### config.mk
export PLATFORM = sky130hd
export DESIGN_NAME = imem_prefetch_buffer_flat
export DESIGN_NICKNAME = d
export VERILOG_FILES = /design/src/rtl/imem_prefetch_buffer_if.sv /design/src/rtl/imem_prefetch_buffer.sv /design/src/flat_wrapper.sv
export SDC_FILE = /design/constraint.sdc
export NUM_CORES = 1
export LEC_CHECK = 0
export CORE_MARGIN = 10
export CORE_UTILIZATION = 23
export DETAILED_ROUTE_END_ITERATION = 8
export SYNTH_ARGS = -nofsm -noshare
export SYNTH_HDL_FRONTEND = slang
export SYNTH_SLANG_ARGS = --single-unit
### constraint.sdc
create_clock -name clk -period 3.5 [get_ports clk]
set_clock_uncertainty 0.1 [all_clocks]
set_input_delay 0.525 -clock clk [delete_from_list [all_inputs] [get_ports clk]]
set_output_delay 0.525 -clock clk [all_outputs]
set_load 0.03 [all_outputs]
### src/rtl/imem_prefetch_buffer_if.sv
// Fetch-side bundle of the instruction prefetch buffer: memory request/response,
// IF/ID delivery and EX redirect. master = prefetch buffer, slave = environment.
interface imem_prefetch_buffer_if;
  localparam int unsigned ADDR_W = 32;
  localparam int unsigned DATA_W = 32;

  logic              redirect;
  logic [ADDR_W-1:0] redirect_pc;
  logic              mem_req_valid;
  logic              mem_req_ready;
  logic [ADDR_W-1:0] mem_req_addr;
  logic              mem_rsp_valid;
  logic [DATA_W-1:0] mem_rsp_data;
  logic              fetch_valid;
  logic              fetch_ready;
  logic [ADDR_W-1:0] fetch_pc;
  logic [DATA_W-1:0] fetch_instr;

  modport master (
    input  redirect, redirect_pc,
    output mem_req_valid, mem_req_addr,
    input  mem_req_ready, mem_rsp_valid, mem_rsp_data,
    output fetch_valid, fetch_pc, fetch_instr,
    input  fetch_ready
  );

  modport slave (
    output redirect, redirect_pc,
    input  mem_req_valid, mem_req_addr,
    output mem_req_ready, mem_rsp_valid, mem_rsp_data,
    input  fetch_valid, fetch_pc, fetch_instr,
    output fetch_ready
  );
endinterface

### src/rtl/imem_prefetch_buffer.sv
// Instruction prefetch FIFO: keeps up to DEPTH words fetched or in flight ahead of
// IF/ID, and flushes buffered plus in-flight words on a redirect from EX.
module imem_prefetch_buffer #(
  parameter int unsigned DEPTH    = 4,
  parameter logic [31:0] RESET_PC = 32'h0000_0000
) (
  input  logic                     clk,
  input  logic                     rst,
  imem_prefetch_buffer_if.master   bus,
  output logic [$clog2(DEPTH):0]   dbg_occupancy
);
  localparam int unsigned ADDR_W = 32;
  localparam int unsigned DATA_W = 32;
  localparam int unsigned PTR_W  = $clog2(DEPTH);
  localparam int unsigned CNT_W  = PTR_W + 1;

  typedef enum logic {RUN, DRAIN} state_t;

  state_t            state;
  logic [ADDR_W-1:0] next_pc;
  logic [ADDR_W-1:0] rsp_pc;
  logic [CNT_W-1:0]  occupancy;
  logic [CNT_W-1:0]  outstanding;
  logic [CNT_W-1:0]  drop_cnt;
  logic [PTR_W-1:0]  wr_ptr;
  logic [PTR_W-1:0]  rd_ptr;
  logic [ADDR_W-1:0] fifo_pc    [DEPTH];
  logic [DATA_W-1:0] fifo_instr [DEPTH];

  logic              req_fire;
  logic              rsp_drop;
  logic              push;
  logic              pop;
  logic [CNT_W:0]    in_use;
  logic [CNT_W-1:0]  outstanding_nxt;
  logic [ADDR_W-1:0] redirect_target;

  // Occupied plus in-flight slots bound issue, so a response always finds room.
  assign in_use            = {1'b0, occupancy} + {1'b0, outstanding};
  assign bus.mem_req_valid = !rst && (in_use < (CNT_W+1)'(DEPTH));
  assign bus.mem_req_addr  = next_pc;

  assign req_fire        = bus.mem_req_valid && bus.mem_req_ready;
  assign rsp_drop        = bus.redirect || (state == DRAIN);
  assign push            = bus.mem_rsp_valid && !rsp_drop;
  assign pop             = bus.fetch_valid && bus.fetch_ready && !bus.redirect;
  assign outstanding_nxt = outstanding + CNT_W'(req_fire) - CNT_W'(bus.mem_rsp_valid);
  assign redirect_target = bus.redirect_pc & 32'hFFFF_FFFC;

  assign bus.fetch_valid = (occupancy != '0);
  assign bus.fetch_pc    = bus.fetch_valid ? fifo_pc[rd_ptr]    : '0;
  assign bus.fetch_instr = bus.fetch_valid ? fifo_instr[rd_ptr] : '0;
  assign dbg_occupancy   = occupancy;

  // Control state; drop_cnt counts in-flight responses that belong to a flushed stream.
  always_ff @(posedge clk) begin
    if (rst) begin
      state       <= RUN;
      next_pc     <= RESET_PC;
      rsp_pc      <= RESET_PC;
      occupancy   <= '0;
      outstanding <= '0;
      drop_cnt    <= '0;
      wr_ptr      <= '0;
      rd_ptr      <= '0;
    end else begin
      outstanding <= outstanding_nxt;
      if (bus.redirect) begin
        next_pc   <= redirect_target;
        rsp_pc    <= redirect_target;
        occupancy <= '0;
        wr_ptr    <= '0;
        rd_ptr    <= '0;
        drop_cnt  <= outstanding_nxt;
        state     <= (outstanding_nxt != '0) ? DRAIN : RUN;
      end else begin
        if (req_fire) next_pc <= next_pc + 32'd4;
        if (push) begin
          rsp_pc <= rsp_pc + 32'd4;
          wr_ptr <= wr_ptr + PTR_W'(1);
        end
        if (pop) rd_ptr <= rd_ptr + PTR_W'(1);
        occupancy <= occupancy + CNT_W'(push) - CNT_W'(pop);
        case (state)
          RUN: ;
          DRAIN: begin
            if (bus.mem_rsp_valid) begin
              drop_cnt <= drop_cnt - CNT_W'(1);
              if (drop_cnt == CNT_W'(1)) state <= RUN;
            end
          end
          default: state <= RUN;
        endcase
      end
    end
  end

  // Entry storage needs no reset: occupancy gates every read.
  always_ff @(posedge clk) begin
    if (push) begin
      fifo_pc[wr_ptr]    <= rsp_pc;
      fifo_instr[wr_ptr] <= bus.mem_rsp_data;
    end
  end
endmodule

### src/flat_wrapper.sv
// flat-port wrapper written by rule: the top's interface ports become plain ports
module imem_prefetch_buffer_flat 
#(
  parameter int unsigned DEPTH    = 4,
  parameter logic [31:0] RESET_PC = 32'h0000_0000
)
  (clk, rst, dbg_occupancy, bus_redirect, bus_redirect_pc, bus_mem_req_valid, bus_mem_req_addr, bus_mem_req_ready, bus_mem_rsp_valid, bus_mem_rsp_data, bus_fetch_valid, bus_fetch_pc, bus_fetch_instr, bus_fetch_ready);
  imem_prefetch_buffer_if bus_i ();
  input  logic clk;
  input  logic rst;
  output logic [$clog2(DEPTH):0] dbg_occupancy;
  input wire logic [$bits(bus_i.redirect)-1:0] bus_redirect;
  input wire logic [$bits(bus_i.redirect_pc)-1:0] bus_redirect_pc;
  output wire logic [$bits(bus_i.mem_req_valid)-1:0] bus_mem_req_valid;
  output wire logic [$bits(bus_i.mem_req_addr)-1:0] bus_mem_req_addr;
  input wire logic [$bits(bus_i.mem_req_ready)-1:0] bus_mem_req_ready;
  input wire logic [$bits(bus_i.mem_rsp_valid)-1:0] bus_mem_rsp_valid;
  input wire logic [$bits(bus_i.mem_rsp_data)-1:0] bus_mem_rsp_data;
  output wire logic [$bits(bus_i.fetch_valid)-1:0] bus_fetch_valid;
  output wire logic [$bits(bus_i.fetch_pc)-1:0] bus_fetch_pc;
  output wire logic [$bits(bus_i.fetch_instr)-1:0] bus_fetch_instr;
  input wire logic [$bits(bus_i.fetch_ready)-1:0] bus_fetch_ready;
  assign bus_i.redirect = bus_redirect;
  assign bus_i.redirect_pc = bus_redirect_pc;
  assign bus_mem_req_valid = bus_i.mem_req_valid;
  assign bus_mem_req_addr = bus_i.mem_req_addr;
  assign bus_i.mem_req_ready = bus_mem_req_ready;
  assign bus_i.mem_rsp_valid = bus_mem_rsp_valid;
  assign bus_i.mem_rsp_data = bus_mem_rsp_data;
  assign bus_fetch_valid = bus_i.fetch_valid;
  assign bus_fetch_pc = bus_i.fetch_pc;
  assign bus_fetch_instr = bus_i.fetch_instr;
  assign bus_i.fetch_ready = bus_fetch_ready;
  imem_prefetch_buffer #(.DEPTH(DEPTH), .RESET_PC(RESET_PC)) u_core (.clk(clk), .rst(rst), .bus(bus_i), .dbg_occupancy(dbg_occupancy));
endmodule
**After elaboration in Yosys (flattened, before gate mapping)**

Memories as Yosys holds them, arrays and structs flattened. A register that Yosys moved wholly into a read port is not among the register bits.
Index checks and enable logic that the tools add are counted.

- Multiplexer cells: 20
- Reductions and logical operators: 17
- Magnitude comparators: 1
- Equal/unequal tests: 1
- $add $sub $neg: 10

Operators by type and width:

| kind | number |
|---|---|
| 32-bit two-way mux | 6 |
| 32-bit by 3-bit adder with 32-bit output, second input constant | 2 |
| 3-bit two-way mux | 3 |
| 2-bit two-way mux | 4 |
| 2-bit nonzero test | 4 |
| 1-bit two-way mux | 7 |
| 3-bit by 1-bit adder with 3-bit output | 2 |
| 3-bit nonzero test | 2 |
| 3-bit by 1-bit subtractor with 3-bit output | 2 |
| 1-bit logical AND | 5 |
| 2-bit by 1-bit adder with 2-bit output, second input constant | 2 |
| 3-bit by 3-bit adder with 4-bit output | 1 |
| 4-bit by 3-bit < comparator with 1-bit output, second input constant | 1 |
| 3-bit by 1-bit equality test with 1-bit output, second input constant | 1 |
| 1-bit logical NOT | 3 |
| 3-bit by 1-bit subtractor with 3-bit output, second input constant | 1 |
| 2-bit AND reduction | 1 |
| 2-bit OR reduction | 1 |
| 1-bit logical OR | 1 |

- Register bits after elaboration: 78
- Memory bits (writable): 256
- Memories: 2
- Input port bits: 70

Memory list:

| name | words | bits a word | rd ports | clocked after memory_dff | wr ports | RTL line | source |
|---|---|---|---|---|---|---|---|
| u_core.fifo_instr | 4 | 32 | 1 | 1 | 1 | imem_prefetch_buffer.sv:28 | `logic [DATA_W-1:0] fifo_instr [DEPTH];` |
| u_core.fifo_pc | 4 | 32 | 1 | 1 | 1 | imem_prefetch_buffer.sv:27 | `logic [ADDR_W-1:0] fifo_pc [DEPTH];` |

**Longest topological paths before layout**

- Depth after elaboration: 9
- Depth in mapped cells: 11
- Depth with buffers taken out: 10

**Worst setup path after synthesis**

OpenSTA, ideal clock, no wires.

- Kind: input -> register
- Start point: input port bus_mem_rsp_valid
- End point: memory u_core.fifo_instr[0][0], enable pin
- Data required time: 2973 ps
- Buffers on the path: 2
- Arrival time: 2760 ps
- Stages on the path: 4
- Setup slack: 213 ps
- Cell sequence: clkbuf_2 nor2b_1 clkbuf_1 and3_1

- Longest elaborated chain between the ends: 3

Ends and longest elaborated chain:

| what | RTL line | source |
|---|---|---|
| from (decl) | flat_wrapper.sv:17 | `input wire logic [$bits(bus_i.mem_rsp_valid)-1:0] bus_mem_rsp_valid;` |
| 1-bit logical AND | imem_prefetch_buffer.sv:45 | `assign push = bus.mem_rsp_valid && !rsp_drop;` |
| 1-bit two-way mux | imem_prefetch_buffer.sv:100 | `if (push) begin` |
| 1-bit two-way mux (implied by the code) | imem_prefetch_buffer.sv:102 | `fifo_instr[wr_ptr] <= bus.mem_rsp_data;` |
| to (decl) | imem_prefetch_buffer.sv:28 |  |

Every way passes these cells.

==> flow_metrics.tcl <==
set metrics [dict create \
    status "complete, no violations" \
    numCtsBuffers 37 \
    grt_max_degree 62 \
    cts_sinks 324 \
    hp-start "u_core.rd_ptr[0]" \
    slew_viol_final 0 \
    setup-tns-final_ns 0 \
    startpoint_type "flip-flop" \
    rsz0062_at_grt "no" \
    drc_errors 0 \
    final_common_cell "edfxtp_1" \
    setup_viol 0 \
    maxCapViolations 0 \
    finalWorstPathRequiredPeriod_ns 3.31 \
    timing.fmax_ghz 0.302 \
    hp-class "reg -> reg" \
    synthFlopType "edfxtp_1" \
    dp.cells 1787 \
    critPathKind "reg -> out" \
    io_buffers 164 \
    leakagePower_uw 0.00564 \
    final_antenna_net_count 0 \
    die_area_mm2 0.0683 \
    ios 171 \
    overflow 0 \
    hold_viol 0 \
    synth_top_area_cell "edfxtp_1" \
    p_per_area_mw_per_mm2 522 \
    cts_max_path_buffers 3 \
    core_mm2 0.0577 \
    vias 7847 \
    layout.nets 1149 \
    wl_per_cell_um 18.0 \
    worstHoldPathCells 2 \
    wirelength_mm 33.4 \
    regToRegSetupSlack_ns 0.70 \
    ir_drop_mv 0.262 \
    synth_edf_count 248 \
    synth-seq-area-share_pct 66.9 \
    drt-initial-drc-count 442 \
    fill_cells 5765 \
    firstDrtPassIters 5 \
    grt_pass1_vias 7965 \
    die_w_um 261 \
    fin_crit_sh_pct 94.7 \
    reg2regPathDepth 11 \
    synth_top_area_share_pct 55.6 \
    final_cell_mix "edfxtp_1 (248), clkdlybuf4s50_1 (163), dfxtp_1 (74), and2_1 (70), mux4_2 (62)" \
    synthCells 874 \
    via_per_inst 4.23 \
    insertion_delay_ns 0.54 \
    yosys_warnings 0 \
    synthArstFlopShare_pct 0 \
    avgSynthCellArea_um2 15.3 \
    fin_total_pwr_uw 9050 \
    cp.arrival_ns 2.69 \
    path_clk_slew_ns 0.06 \
    ys_ff_latch 324 \
    start_util_pct 23.2 \
    syn_area_mm2 0.0134 \
    reg2reg_from "u_core.dbg_occupancy[2]" \
    post_route_cells_drive_above_1_share_pct 14.5 \
    area_growth_pct 29.4 \
    regToRegEndpoint "u_core.state" \
    end_kind "primary output" \
    tritoncts "built" \
    grt_usage_pct 9.60 \
    finalWeightedCongestion 0.734 \
    clockRootBuffer "clkbuf_16" \
    slew_headroom_pct 55.6 \
    required_ns 2.87 \
    grt_pass1_wl_mm 49.8 \
    final_cell_count_no_fill 1855 \
    rows 88 \
    synth_area_leaders "edfxtp_1 (56%), dfxtp_1 (11%), mux4_2 (10%), and2_1 (3.3%), a21boi_0 (2.3%)" \
    worstPathMaxFanout 21 \
    worst_pin_slew_ns 0.657 \
    dp_hpwl_mm 22.8 \
    ctsHtreeMaxLevel 2 \
    dieHeight_um 261 \
    synth_cell_types 44 \
    antenna_found_initial 0 \
    hold_path_end "u_core.rd_ptr[0]" \
]
[area by class of cell]
class,instances,area [um^2],share of cell area [%]
repair buffers,193,1960,11.3
inverters,46,173,0.996
well taps,765,957,5.52
flip-flops and latches,324,8980,51.8
multi-input cells,461,4090,23.6
clock inverters,18,183,1.05
clock buffers,47,993,5.73
diodes,1,2.50,0.0144
[repair_timing]
action | CTS | global route
hold buffers | 0 | 0
gates resized for setup | 1 | 0
setup buffers | 2 | 0
setup endpoints to repair | 26 | 0
[power breakdown]
group / total (uW) / switching, uW / internal [uW] / leakage (uW)
sequential: 4410 / 127 / 4280 / 0.00290
combinational: 862 / 464 / 398 / 0.00216
clock: 3770 / 1530 / 2240 / 0.000582
total: 9050 / 2120 / 6920 / 0.00564
[cell families (layout without fill, tap and decap cells)]
logic type      Yosys count  after routing  synth area share (%)
simple gates            216            216                  9.14
mux                      63             63                  10.5
flops                   324            324                  66.9
compound gates          106            106                  5.38
buf+inv                  92            304                  2.77
xor+xnor                 56             56                  3.66
other cells               1              5                0.0280
fa+ha+maj                16             16                  1.61
[metal layers]
layer	track usage [%]	vias up	part of all wire, %
met4	3.07	0	1.9
met5	0	-	0
li1	-	3691	-
met1	12.8	3929	46
met2	14.9	188	46
met3	2.69	39	6.2
[cell usage after synthesis, types with 2 or more instances]
cell type,count
a211oi_1,4
a21boi_0,41
a21oi_1,35
a31oi_1,2
and2_1,70
and3_1,10
and4_1,8
buf_1,3
buf_2,8
buf_4,4
clkbuf_1,30
dfxtp_1,76
edfxtp_1,248
fa_1,2
ha_1,14
inv_1,45
mux4_2,62
nand2_1,24
nand3_1,20
nand4_1,26
nand4b_1,2
nor2_1,28
nor2b_1,2
nor3_1,14
nor3b_1,2
nor4_1,3
nor4b_1,2
o21a_1,6
o21bai_1,3
o31a_1,11
or3_1,2
xnor2_1,21
xor2_1,35
[how the worst max path moves through the flow]
| stage | slack [ns] | cells after the start | endpoint | from |
|---|---|---|---|---|
| 2_1_floorplan | 0.21 | 4 | u_core.fifo_instr[0][0] | bus_mem_rsp_valid |
| 3_3_place_gp | 0.42 | 11 | u_core.state | rst |
| 3_5_place_dp | 0.36 | 11 | u_core.state | rst |
| 4_1_cts | 0.12 | 5 | bus_fetch_instr[0] | flip-flop |
| 5_1_grt | 0.06 | 4 | bus_fetch_pc[10] | u_core.dbg_occupancy[1] |
| 6_report | 0.19 | 5 | bus_fetch_instr[0] | flip-flop |
[flip-flops by register name (all words and copies together), names as in the netlist, named ones only]
name,flops
u_core.rd_ptr,2
u_core.outstanding,3
u_core.state,1
u_core.drop_cnt,3
u_core.wr_ptr,2
u_core.fifo_pc,120
u_core.dbg_occupancy,3
u_core.rsp_pc,30
u_core.bus.mem_req_addr,30
u_core.fifo_instr,128
[per-stage QoR]
stage	hold WS (ns)	area (um^2)	worst slack [ns]	util, %
after global routing	0.465	17300	0.0616	30.0
final	0.435	17300	0.186	30.1
after CTS	0.443	17300	0.124	30.0
after floorplan	0.384	13400	0.213	-
after global placement	0.398	16100	0.424	28.0
after detailed placement	0.426	16100	0.362	28.0
[critical path: stages (launching register included)]
cell             delay (ns)
dfxtp_4                0.57
buf_12                 0.25
buf_4                  0.21
mux4_2                 0.32
and2_1                 0.18
clkdlybuf4s50_1        0.59
Power figures use the tool's default switching activity.
